<file path="src/rtl/peripheral_bb_wb_master.sv">
// Wishbone B4 burst master: accepts a request of 1..16 beats, streams write data
// or returns read data per beat, and aborts on slave error or per-beat timeout.
module peripheral_bb_wb_master #(
    parameter int AW      = 32,
    parameter int DW      = 32,
    parameter int TIMEOUT = 255
) (
    input  logic            clk_i,
    input  logic            rst_i,

    input  logic            req_valid_i,
    output logic            req_ready_o,
    input  logic [AW-1:0]   req_adr_i,
    input  logic            req_we_i,
    input  logic [DW/8-1:0] req_sel_i,
    input  logic [3:0]      req_len_i,

    input  logic            wr_valid_i,
    output logic            wr_ready_o,
    input  logic [DW-1:0]   wr_dat_i,

    output logic            rsp_valid_o,
    output logic [DW-1:0]   rsp_dat_o,
    output logic            rsp_err_o,
    output logic            rsp_last_o,

    output logic            busy_o,

    output logic            wb_cyc_o,
    output logic            wb_stb_o,
    output logic            wb_we_o,
    output logic [AW-1:0]   wb_adr_o,
    output logic [DW-1:0]   wb_dat_o,
    output logic [DW/8-1:0] wb_sel_o,
    output logic [2:0]      wb_cti_o,
    output logic [1:0]      wb_bte_o,
    input  logic [DW-1:0]   wb_dat_i,
    input  logic            wb_ack_i,
    input  logic            wb_err_i
);

    localparam int SW = DW / 8;
    localparam int TW = $clog2(TIMEOUT + 1);
    localparam logic [TW-1:0] TMO_LAST = TW'(TIMEOUT - 1);

    localparam logic [2:0] CTI_CLASSIC = 3'b000;
    localparam logic [2:0] CTI_INCR    = 3'b010;
    localparam logic [2:0] CTI_END     = 3'b111;

    typedef enum logic [1:0] {
        IDLE   = 2'd0,
        WDATA  = 2'd1,
        ACTIVE = 2'd2
    } state_e;

    state_e          state_q, state_d;
    logic [AW-1:0]   adr_q, adr_d;
    logic            we_q, we_d;
    logic [SW-1:0]   sel_q, sel_d;
    logic [3:0]      len_q, len_d;
    logic [3:0]      beat_q, beat_d;
    logic [DW-1:0]   wdat_q, wdat_d;
    logic [TW-1:0]   tmo_q, tmo_d;
    logic            rsp_valid_q, rsp_valid_d;
    logic [DW-1:0]   rsp_dat_q, rsp_dat_d;
    logic            rsp_err_q, rsp_err_d;
    logic            rsp_last_q, rsp_last_d;

    logic final_beat;
    logic timed_out;

    assign final_beat = (beat_q == len_q);
    assign timed_out  = (tmo_q == TMO_LAST);

    // NOTE: every variable gets a default before the case so no path leaves one
    // unassigned; that is what keeps this block free of inferred latches.
    always_comb begin
        state_d     = state_q;
        adr_d       = adr_q;
        we_d        = we_q;
        sel_d       = sel_q;
        len_d       = len_q;
        beat_d      = beat_q;
        wdat_d      = wdat_q;
        tmo_d       = '0;
        rsp_valid_d = 1'b0;
        rsp_dat_d   = '0;
        rsp_err_d   = 1'b0;
        rsp_last_d  = 1'b0;

        case (state_q)
            IDLE: begin
                if (req_valid_i) begin
                    adr_d   = req_adr_i;
                    we_d    = req_we_i;
                    sel_d   = req_sel_i;
                    len_d   = req_len_i;
                    beat_d  = '0;
                    state_d = req_we_i ? WDATA : ACTIVE;
                end
            end
            WDATA: begin
                if (wr_valid_i) begin
                    wdat_d  = wr_dat_i;
                    state_d = ACTIVE;
                end
            end
            ACTIVE: begin
                // Error beats ack, and a silent slave is treated as an error.
                if (wb_err_i || (timed_out && !wb_ack_i)) begin
                    rsp_valid_d = 1'b1;
                    rsp_err_d   = 1'b1;
                    rsp_last_d  = 1'b1;
                    rsp_dat_d   = (wb_err_i && !we_q) ? wb_dat_i : '0;
                    state_d     = IDLE;
                end else if (wb_ack_i) begin
                    rsp_valid_d = 1'b1;
                    rsp_last_d  = final_beat;
                    rsp_dat_d   = we_q ? '0 : wb_dat_i;
                    adr_d       = adr_q + AW'(SW);
                    if (final_beat) begin
                        state_d = IDLE;
                    end else begin
                        beat_d  = beat_q + 4'd1;
                        state_d = we_q ? WDATA : ACTIVE;
                    end
                end else begin
                    tmo_d = tmo_q + TW'(1);
                end
            end
            default: state_d = IDLE;
        endcase
    end

    // NOTE: state is updated with non-blocking assignments so every flop samples
    // the pre-edge values, independent of statement order.
    always_ff @(posedge clk_i) begin
        if (rst_i) begin
            state_q     <= IDLE;
            adr_q       <= '0;
            we_q        <= 1'b0;
            sel_q       <= '0;
            len_q       <= '0;
            beat_q      <= '0;
            wdat_q      <= '0;
            tmo_q       <= '0;
            rsp_valid_q <= 1'b0;
            rsp_dat_q   <= '0;
            rsp_err_q   <= 1'b0;
            rsp_last_q  <= 1'b0;
        end else begin
            state_q     <= state_d;
            adr_q       <= adr_d;
            we_q        <= we_d;
            sel_q       <= sel_d;
            len_q       <= len_d;
            beat_q      <= beat_d;
            wdat_q      <= wdat_d;
            tmo_q       <= tmo_d;
            rsp_valid_q <= rsp_valid_d;
            rsp_dat_q   <= rsp_dat_d;
            rsp_err_q   <= rsp_err_d;
            rsp_last_q  <= rsp_last_d;
        end
    end

    // The cycle stays open between write beats while the next word is awaited.
    assign wb_stb_o = (state_q == ACTIVE);
    assign wb_cyc_o = wb_stb_o || ((state_q == WDATA) && (beat_q != 4'd0));
    assign wb_we_o  = wb_cyc_o && we_q;
    assign wb_sel_o = wb_cyc_o ? sel_q : '0;
    assign wb_adr_o = adr_q;
    assign wb_dat_o = wdat_q;
    assign wb_bte_o = 2'b00;
    assign wb_cti_o = (!wb_stb_o || (len_q == 4'd0)) ? CTI_CLASSIC
                    : (final_beat ? CTI_END : CTI_INCR);

    assign req_ready_o = (state_q == IDLE) && !rst_i;
    assign wr_ready_o  = (state_q == WDATA);
    assign busy_o      = (state_q != IDLE);

    assign rsp_valid_o = rsp_valid_q;
    assign rsp_dat_o   = rsp_dat_q;
    assign rsp_err_o   = rsp_err_q;
    assign rsp_last_o  = rsp_last_q;

endmodule

</file>
<file path="config.mk">
export PLATFORM = sky130hd
export DESIGN_NAME = peripheral_bb_wb_master
export DESIGN_NICKNAME = d
export VERILOG_FILES = /design/src/rtl/peripheral_bb_wb_master.sv
export SDC_FILE = /design/constraint.sdc
export NUM_CORES = 1
export LEC_CHECK = 0
export BUFFER_PORTS_ARGS = -buffer_cell sky130_fd_sc_hd__buf_2
export CORE_UTILIZATION = 48
export DETAILED_ROUTE_END_ITERATION = 7
export GPL_ROUTABILITY_DRIVEN = 0
export PLACE_DENSITY = 0.86
export SLEW_MARGIN = 25
export SYNTH_ARGS = -nofsm -noshare
export SYNTH_HDL_FRONTEND = slang
export SYNTH_SLANG_ARGS = --single-unit
</file>
<file path="constraint.sdc">
create_clock -name clk_i -period 3 [get_ports clk_i]
set_clock_uncertainty 0.15 [all_clocks]
set_input_delay 0.15 -clock clk_i [delete_from_list [all_inputs] [get_ports clk_i]]
set_output_delay 0.15 -clock clk_i [all_outputs]
set_load 0.02 [all_outputs]
</file>
==> summary.md <==
| Metric | Value |
|---|---|
| Status | `finished, final reports clean` |
| Row count | `37` |
| Post-route ant nets | `0` |
| Hold Vio Cnt, Final | `0` |
| Required time worst endpoint | `3.30 ns` |
| Predominant post-synthesis flop cell | `dfxtp_1` |
| Placed cell count | `approximately 970` |
| Final Max Slew Viols | `0` |
| Top cell type's share of synthesized area | `roughly 47%` |
| Placed Area | `between 6000 and 7000 µm²` |
| Area contributors post-synth | `dfxtp_1 47%, nand2_1 9.4%, a21oi_1 7.5%` |
| P_leak | `3.60 nW` |
| Gr usage total | `31.5%` |
| Mapped cell area | `5230 µm²` |
| Relative slew slack | `48.2%` |
| Crit path largest cell delay | `0.60 ns` |
| Max Clock Freq | `0.368 GHz` |
| Worst-Skew Late Latency | `0.52 ns` |
| Die Y | `106 µm` |
| Routed WL per cell | `between 15 and 20 µm` |
| Largest net degree at the start of global routing | `47` |
| Worst slew pin tran | `a little under 0.8 ns` |
| Fin nets | `roughly 1100` |
| RSZ-0062 raised after global routing | `no` |
| Post-route minimum period | `around 2.7 ns` |
| Root buffer cell | `clkbuf_8` |
| Clock power share | `between 40% and 50%` |
| Critical path startpoint category | `flop` |
| Die X | `106 µm` |
| Initial antenna violation count | `0` |
| # diodes | `0` |
| Share of layout cells above drive strength 1 | `28.7%` |
| Worst-path maximum fanout | `6` |
| Vias per cell | `5.52` |
| Post-DP HPWL | `10.4 mm` |
| Clock Tree Buf Depth | `2` |
| I/O pin total | `225` |
| # Max-Cap Violations | `0` |
| Final Util | `77.3%` |
| Peak supply drop | `between 500 and 600 µV` |
| Sequential Area | `2440 µm²` |
| Footprint of the multi-input gates | `2580 µm²` |
| WP buf/inv | `2` |
| Syn Inst Count | `641` |
| Internal power | `3.23 mW` |
| Psw | `1.27 mW` |
| First drt pass iteration count | `7` |
| CP Cell Sequence | `inv_1, ha_1, nor2b_1, a41oi_1, and2_1, a31oi_1, a2111oi_0, dlygate4sd3_1` |
| Worst path slowest cell | `dlygate4sd3_1` |
| Ys async rst share | `0%` |
| CTS sink count | `122` |
| Combinational Power Share | `18.2%` |
| Core area | `10500 µm²` |
| Post-route cell area | `8080 µm²` |
| Avg Cell Area, Syn | `8.16 µm²` |
| DRC Markers | `0` |
| Synth Register Bits | `122` |
| Total power divided by cell area | `between 500 and 600 nW/µm²` |
| Seq pwr share | `40.1%` |
| Yosys top cell by area | `dfxtp_1` |
| Vias in the first global route | `5928` |
| CTS tree | `built` |
| Number of fill cells | `about 650` |
| Setup crit end kind | `flop` |
| Worst EP arrival | `roughly 3.0 ns` |
| Fin crit share | `90.7%` |
| Die footprint | `11300 µm²` |
| Final TNS setup | `0 ns` |
| First-pass GRT wire length | `28.2 mm` |
| Sequential area share after synthesis | `between 40% and 50%` |
| Iter 0 DRT Violations | `about 700` |
| P&R area growth vs syn | `54.6%` |
| Port bufs | `222` |
| Cell family with the largest share of critical-path delay | `compound AO/OA/AOI/OAI gates` |
| Most frequent cells in the layout | `222 x buf_2, 131 x nand2_1, 122 x dfxtp_1, 110 x dlygate4sd3_1, 77 x a21oi_1` |
| Detailed Route WL | `17.9 mm` |
| H-tree Lvls | `4` |
| Total number of vias | `just over 6000` |
| Critical path class | `flop to flop` |
| Num CTS Buffers | `17` |
| Unique masters post-synth | `62` |
| Net Sw Frac | `28.2%` |
| Post-synth EDFFs | `0` |
| Worst-path clk slew | `0.06 ns` |
| YS warnings | `0` |
| Final Setup Violations | `0` |
| HP Class | `input pin to flop` |
| Commonest non-fill, non-tap cell in the layout | `buf_2` |
| Non-filler cells, final | `approximately 1100` |
| Initial Utilization | `approximately 50%` |
| Total gr overflow | `0` |
| CTS resizes | `0` |
routing by layer:
metal,GRT usage [%],wire length [µm],up-vias
li1,-,-,2866
met1,35.8,6760,2783
met2,52.7,8830,374
met3,8.77,1540,78
met4,18.4,789,0
met5,0,0,-
flip-flops by register name, summed over array words and instances (netlist names):
register     cells
we_q             1
rsp_valid_o      1
rsp_last_o       1
wb_adr_o        32
beat_q           4
sel_q            4
rsp_dat_o       32
wb_dat_o        32
rsp_err_o        1
len_q            4
tmo_q            8
state_q          2
through the flow:
stage,setup WS [ns],hold WS (ns),total power [mW]
2_1_floorplan,0.585,0.122,2.25
3_3_place_gp,0.660,0.199,2.50
3_5_place_dp,0.601,0.203,2.51
4_1_cts,0.352,0.0604,4.48
5_1_grt,0.122,0.101,4.67
6_report,0.280,0.0901,4.50
logic make-up after synthesis:
family / count (synthesis) / share of synthesized area, %
flip-flops: 122 / 46.7
adder cells (fa/ha/maj): 5 / 1.20
multiplexers: 1 / 0.191
other: 1 / 0.0717
XOR/XNOR: 10 / 1.67
buffers and inverters: 54 / 4.16
AO/OA/AOI/OAI: 156 / 18.4
AND/OR/NAND/NOR: 292 / 27.6
synth_stat cells (2+ instances only):
cell type and number:
nor4_1 9, buf_2 3, a31oi_1 4, and2_0 2, ha_1 5, o21ai_0 20
o31ai_1 12, and2_1 43, or4_1 3, o32ai_1 2, dfxtp_1 122, xor2_1 5
or3_1 4, nand2_1 131, nor3_1 13, nand2b_1 3, a211oi_1 10, xnor2_1 5
nor2b_1 2, o22ai_1 4, nand4_1 9, buf_4 3, and3_1 4, clkbuf_1 36
inv_1 9, a22oi_1 3, a41o_1 3, or2_1 2, nor2_1 34, buf_1 3
a31o_2 2, a21oi_1 78, a21o_1 3, and4_1 5, nand3_1 17, a311oi_1 2
area by class of cell:
| type | count | share of cell area [%] |
|---|---|---|
| clock buffers | 23 | 5.90 |
| clock inverters | 7 | 0.836 |
| inverters | 9 | 0.418 |
| multi-input cells | 466 | 32.0 |
| flip-flops and latches | 122 | 30.2 |
| well taps | 136 | 2.11 |
| repair buffers | 343 | 28.5 |
what timing repair did:
action	CTS	global route
endpoints found under the hold margin	109	0
setup buffers	0	0
hold buffers	110	0
power groups by stage:
stage               Combinational [mW]  Sequential, mW  Clock (mW)
floorplan                        0.339            1.91           0
global placement                 0.667            1.83           0
detailed placement               0.676            1.84           0
CTS                              0.791            1.80        1.88
global route                     0.879            1.82        1.97
finish                           0.819            1.81        1.88
worst paths after layout:
path,depth (start not counted),endpoint,slack [ns],startpoint
setup / recovery,8,state_q[0]$_SDFFE_PP0P_,0.28,tmo_q[0]$_SDFF_PP0_
hold / removal,2,wb_adr_o[17]$_SDFFE_PP0P_,0.09,rst_i
setup reg to reg,8,state_q[0]$_SDFFE_PP0P_,0.28,tmo_q[0]$_SDFF_PP0_
hold reg to reg,2,wb_dat_o[17]$_SDFFE_PP0P_,0.31,wb_dat_o[17]$_SDFFE_PP0P_
Note: power is estimated with default switching activity, not from simulation.
